<file path="config.mk">
export PLATFORM = sky130hd
export DESIGN_NAME = fact_unit
export DESIGN_NICKNAME = d
export VERILOG_FILES = /design/src/rtl/fact_unit.sv
export SDC_FILE = /design/constraint.sdc
export NUM_CORES = 1
export LEC_CHECK = 0
export ABC_AREA = 0
export CORE_ASPECT_RATIO = 0.7
export CORE_MARGIN = 5
export CORE_UTILIZATION = 36
export CTS_CLUSTER_SIZE = 12
export DETAILED_ROUTE_END_ITERATION = 8
export GPL_ROUTABILITY_DRIVEN = 0
export PLACE_DENSITY = 0.53
export SYNTH_ARGS = -nofsm -noshare
export SYNTH_HDL_FRONTEND = slang
export SYNTH_SLANG_ARGS = --single-unit
</file>
<file path="constraint.sdc">
create_clock -name clk -period 2.99 [get_ports clk]
set_input_delay 0.4485 -clock clk [delete_from_list [all_inputs] [get_ports clk]]
set_output_delay 0.4485 -clock clk [all_outputs]
set_load 0.05 [all_outputs]
</file>
<file path="src/rtl/fact_unit.sv">
// Multi-cycle factorial engine: n! by repeated W-cycle shift-add multiplies,
// saturating to all-ones with ovf when the product no longer fits in W bits.
module fact_unit #(
  parameter int unsigned W = 16
) (
  input  logic         clk,
  input  logic         rst,
  input  logic         start,
  input  logic [W-1:0] operand,
  output logic [W-1:0] result,
  output logic         done,
  output logic         busy,
  output logic         ovf
);

  localparam int unsigned CW = $clog2(W);
  localparam int unsigned PW = 2 * W;

  typedef enum logic [2:0] {
    IDLE,
    MUL,
    CHECK,
    DONE,
    WAIT_LOW
  } state_t;

  state_t        state, state_d;
  logic [W-1:0]  acc, acc_d;
  logic [W-1:0]  cnt, cnt_d;
  logic [W-1:0]  mult, mult_d;
  logic [PW-1:0] prod, prod_d;
  logic [PW-1:0] mcand, mcand_d;
  logic [CW-1:0] k, k_d;
  logic [W-1:0]  result_d;
  logic          done_d, busy_d, ovf_d;

  // State and datapath registers
  always_ff @(posedge clk or negedge rst) begin
    if (!rst) begin
      state  <= IDLE;
      acc    <= '0;
      cnt    <= '0;
      mult   <= '0;
      prod   <= '0;
      mcand  <= '0;
      k      <= '0;
      result <= W'(1);
      done   <= 1'b0;
      busy   <= 1'b0;
      ovf    <= 1'b0;
    end else begin
      state  <= state_d;
      acc    <= acc_d;
      cnt    <= cnt_d;
      mult   <= mult_d;
      prod   <= prod_d;
      mcand  <= mcand_d;
      k      <= k_d;
      result <= result_d;
      done   <= done_d;
      busy   <= busy_d;
      ovf    <= ovf_d;
    end
  end

  // Next-state and datapath updates
  always_comb begin
    state_d  = state;
    acc_d    = acc;
    cnt_d    = cnt;
    mult_d   = mult;
    prod_d   = prod;
    mcand_d  = mcand;
    k_d      = k;
    result_d = result;
    ovf_d    = ovf;

    case (state)
      IDLE: begin
        if (start) begin
          ovf_d = 1'b0;
          if (operand <= W'(1)) begin
            result_d = W'(1);
            state_d  = DONE;
          end else begin
            acc_d   = W'(1);
            cnt_d   = operand;
            prod_d  = '0;
            mcand_d = {{W{1'b0}}, acc_d};
            mult_d  = operand;
            k_d     = '0;
            state_d = MUL;
          end
        end
      end

      MUL: begin
        if (mult[0]) begin
          prod_d = prod + mcand;
        end
        mcand_d = mcand << 1;
        mult_d  = mult >> 1;
        k_d     = k + CW'(1);
        if (k == CW'(W - 1)) begin
          state_d = CHECK;
        end
      end

      CHECK: begin
        if (prod[PW-1:W] != '0) begin
          result_d = '1;
          ovf_d    = 1'b1;
          state_d  = DONE;
        end else begin
          acc_d = prod[W-1:0];
          cnt_d = cnt - W'(1);
          if (cnt_d == W'(1)) begin
            result_d = acc_d;
            state_d  = DONE;
          end else begin
            // Reload the multiplier for the next factor down
            prod_d  = '0;
            mcand_d = {{W{1'b0}}, acc_d};
            mult_d  = cnt_d;
            k_d     = '0;
            state_d = MUL;
          end
        end
      end

      DONE: begin
        state_d = start ? WAIT_LOW : IDLE;
      end

      WAIT_LOW: begin
        if (!start) begin
          state_d = IDLE;
        end
      end

      default: begin
        state_d = IDLE;
      end
    endcase

    done_d = (state_d == DONE);
    busy_d = (state_d == MUL) || (state_d == CHECK) || (state_d == DONE);
  end

endmodule
</file>
==> Yosys cells after proc, flatten, opt, wreduce, memory -nomap -nowiden <==
Index checks and enable logic that the tools add are counted.
Widths: inputs -> output; s select.
{ "op_classes": {"add_sub_neg": 3, "multipliers": 0, "div": 0, "n_lt_le_gt_ge": 1, "n_eq_ne": 17, "shifts": 0, "n_mux": 39, "bitwise_logic": 0, "n_reduce_logical": 11} }
{ "ops": {"columns": ["op", "count"], "rows": [
  ["$mux 32", 9],
  ["$pmux 32 s3", 2],
  ["$mux 16", 9],
  ["$pmux 16 s2", 2],
  ["$pmux 16 s3", 1],
  ["$add 32x32->32", 1],
  ["$eq 16x1->1 const B", 1],
  ["$le 16x1->1 const B", 1],
  ["$mux 4", 4],
  ["$reduce_bool 16->1", 1],
  ["$sub 16x1->16 const B", 1],
  ["$pmux 3 s5", 1],
  ["$ne 2x2->1 const B", 7],
  ["$eq 3x2->1 const B", 4],
  ["$mux 3", 4],
  ["$pmux 4 s3", 1],
  ["$reduce_and 4->1", 2],
  ["$eq 3x1->1 const B", 2],
  ["$mux 2", 3],
  ["$reduce_and 6->1", 1],
  ["$reduce_and 5->1", 1],
  ["$add 4x1->4 const B", 1],
  ["$eq 4x4->1 const B", 1],
  ["$eq 3x3->1 const B", 1],
  ["other kinds (8)", 10]
]} }
{ "totals": {"regBits": 122, "latchBits": 0, "ramBits": 0, "mem_bits_ro": 0, "in_bits": 19, "out_inout_bits": 19, "wordCells": 81, "mem_count": 0} }

==> Depth between registers and ports, before layout <==
{ "depth": {"depth_word": 8, "depth_mapped": 12, "depth_no_buf": 10} }

==> Least setup slack after synthesis <==
OpenSTA, ideal clock, no wires.
{ "synth_path": {"kind": "reg2reg", "from": "register cnt[0]", "to": "register prod[28]", "setup_ns": 0.121, "arrival_time_ns": 2.713, "t_required_ns": 2.869, "slack_ns": 0.156, "path_stages_with_launch": 12, "n_path_buf": 2, "period_less_slack_ns": 2.834, "path_cell_list": "dfrtp_1 inv_1 ha_1 or4b_4 nand2_1 o32a_1 o32ai_1 and4_4 or4b_4 buf_6 buf_6 a22o_1"} }
{ "synth_via": {"elab_chain_cells": 4} }
{ "synth_lines": {"columns": ["item", "line", "source"], "rows": [
  ["start, declared", "29", "logic [W-1:0] cnt, cnt_d;"],
  ["start signal, assigned", "54", "cnt <= cnt_d;"],
  ["$sub 16x1->16", "116", "cnt_d = cnt - W'(1);"],
  ["$eq 16x1->1", "117", "if (cnt_d == W'(1)) begin"],
  ["$ne 2x2->1 (no line)", null, null],
  ["$reduce_and 6->1 (no line)", null, null],
  ["end signal, assigned", "56", "prod <= prod_d;"],
  ["end, declared", "31", "logic [PW-1:0] prod, prod_d;"]
]} }
No other way between the ends.
A chain may end at the register's enable or synchronous reset.

==> Worst setup path in the final report <==
{ "layout_path": {"from": "register cnt[0]", "to": "register prod[20]"} }
The elaborated chain is that of the path after synthesis.

==> results.cfg <==
[yosys]
synth.top_cell.area_share = 0.412
synth_cells = 795
synth.distinct_cells = 72
synthArstFlopShare = 1.00
ys.flop_type = dfrtp_1
yosys_warnings = 0
synth_area_sq_um = 7340
yosysMostFrequentCell = dfrtp_1
syn_area_per_cell_sq_um = 9.24
ys_seq_area_frac = 0.416
synth.area.top_cells = dfrtp_1 (41%), o21ai_0 (6.3%), ha_1 (5.8%)
yosysTopAreaCell = dfrtp_1
synth_nets = 849
ys_ff_latch = 122
synth_edf_count = 0
synth_commonest_cells = dfrtp_1 (121), nand2_1 (105), o21ai_0 (93)

[clock_tree]
cts_sinks = 122
root_buffer = clkbuf_16
cts_tree = built
cts_made_buffers = 17
hold_buffers = 0
htree_levels = 4
cts_buffer_depth = 2
clkTransAtPathRegs_ps = 60
clock_latency_ps = 420

[route]
vias = 6456
wl_per_cell_um = 17.9
drcViolationCount = 0
wl_um = 20500
dr.pass1.iters = 5
ant_nets = 0
drt_iter0_markers = 497
vias_per_cell = 5.63

[final_layout]
drive_above_1_share = 0.158
layout-area-overhead-vs-synth_pct = 23.2
multi_input_area_sq_um = 4040
ff_latch_area_sq_um = 3050
diodes = 0
post-route-util = 0.454
layout.nets = 917
fill_cells = 1916

[global_route]
grt_max_degree = 54
first_global_vias = 6191
grt_overflow = 0
grt_use_total = 0.177
grt_pass1_wl_um = 33400
grt_antenna_before_repair = 0

[power_and_ir_drop]
leakage_nw = 3.92
ir_drop_uv = 441
pwr_density_cell_nw_per_um2 = 947

[sta]
maxSlewHeadroom = 0.147
rsz0062_at_grt = true
period_share = 0.980
report.final.slew_viol_count = 0
setup_violations = 0
setup-tns-final_ps = 0
period_needed_ps = 2930
finalHoldViolCount = 0
skew_ps = 14.5
fmax_mhz = 341
worstMarginPinSlew_ps = 1280
layout_setup_ws_ps = 58.3

[worst_setup_path]
cp.required_ps = 3290
critical_path_buf_inv_count = 3
critPathTopFamily = simple AND/OR/NAND/NOR gates
crit_fanout = 15
cp_cell_sequence = inv_2 > ha_4 > nor4b_4 > nand3_1 > xor2_1 > and4_1 > and4_4 > or4b_4 > buf_12 > buf_12 > a22o_1
worstSetupStartpointType = register
max_stage_delay_ps = 570
cp_slowest_cell = or4b_4
worstPathArrival_ps = 3230
cpMostUsedCell = buf_12
critical_path_class = reg -> reg
cp-end-kind = register

[floorplanning]
io_pins = 38
num_rows = 43
start_util = 0.369
die-width_um = 181
dieArea_sq_um = 23400
die_y_um = 129
core_area_sq_um = 19900

[status]
status = completed

[placement]
io_buffer_count = 37
place_hpwl_um = 14500
preCtsSetupSlack_ps = -77.0

[min_path]
hold_path.class = in -> async

[flow_run]
maxCapViolations = 0
## what timing repair did
item | in CTS | in global routing
gates resized for setup | 4 | 10
gates cloned | 0 | 0
buffers inserted | 0 | 2
endpoints found under the setup margin | 36 | 41
pin swaps | 0 | 1
## per-stage QoR
step	hold WS (ps)	total power (W)	cell area, sq um	instances
2_1_floorplan	153	0.00514	7340	795
6_report	103	0.00856	9040	1146
3_3_place_gp	461	0.00630	8380	1112
3_5_place_dp	470	0.00642	8380	1112
5_1_grt	172	0.00909	9040	1146
4_1_cts	136	0.00855	8980	1144
## final timing paths
check	start	endpoint	slack, ps	depth (start not counted)
worst max-delay path	cnt[0]$_DFFE_PN0P_	prod[20]$_DFFE_PN0P_	60	11
worst min-delay path	rst	mcand[7]$_DFFE_PN0P_	100	1
worst max register to register	cnt[0]$_DFFE_PN0P_	prod[20]$_DFFE_PN0P_	60	11
worst min register to register	mult[5]$_DFFE_PN0P_	mult[5]$_DFFE_PN0P_	480	2
max in group asynchronous	rst	mult[13]$_DFFE_PN0P_	2140	2
min in group clk	mult[5]$_DFFE_PN0P_	mult[5]$_DFFE_PN0P_	480	2
## power breakdown
part,switching (W),internal [W]
Combinational,0.00225,0.00150
Sequential,0.000551,0.00221
Clock,0.000802,0.00125
Total,0.00360,0.00496
## cells by family after synthesis
kind of cell	share of synthesized area
adders and majority gates	0.0607
xor gates and xnor gates	0.0429
AOI/OAI and AO/OA	0.263
and+or+nand+nor	0.152
muxes	0.0220
DFF	0.416
buffers and inverters	0.0436
## area by class of cell
cell class	instances	area share
flip-flops and latches	122	0.338
well taps	270	0.0374
multi-input cells	599	0.447
clock inverters	13	0.0158
repair buffers	99	0.104
inverters	24	0.00996
clock buffers	19	0.0490
## flip-flops by register name, summed over array words and instances, names as in the netlist
register	count
busy	1
cnt	16
done	1
k	4
mcand	32
mult	16
ovf	1
prod	32
result	16
state	3
## layout by cell type (no fill, tap or decap), drive strengths merged, types with 16 or more instances in the layout
master	n
o31ai	16
xor2	16
a21oi	48
nor2	48
buf	63
a22o	24
nand2	105
dfrtp	121
clkdlybuf4s50	36
clkbuf	19
o21ai	94
xnor2	20
a221oi	17
inv	27
ha	34
## worst reg2reg max path: cells and delay by family (launching register included)
kind	cells	cell delay, ps
xor+xnor	1	190
compound gates	1	240
buf+inv	3	390
simple gates	5	1430
fa+ha+maj	1	170
flops	1	390
## metal layers
metal,wire length [um],global-route usage
met3,939,0.0317
met1,11000,0.272
met2,8410,0.254
met4,175,0.0489
met5,0,0
Note: power is estimated with default switching activity, not from simulation.
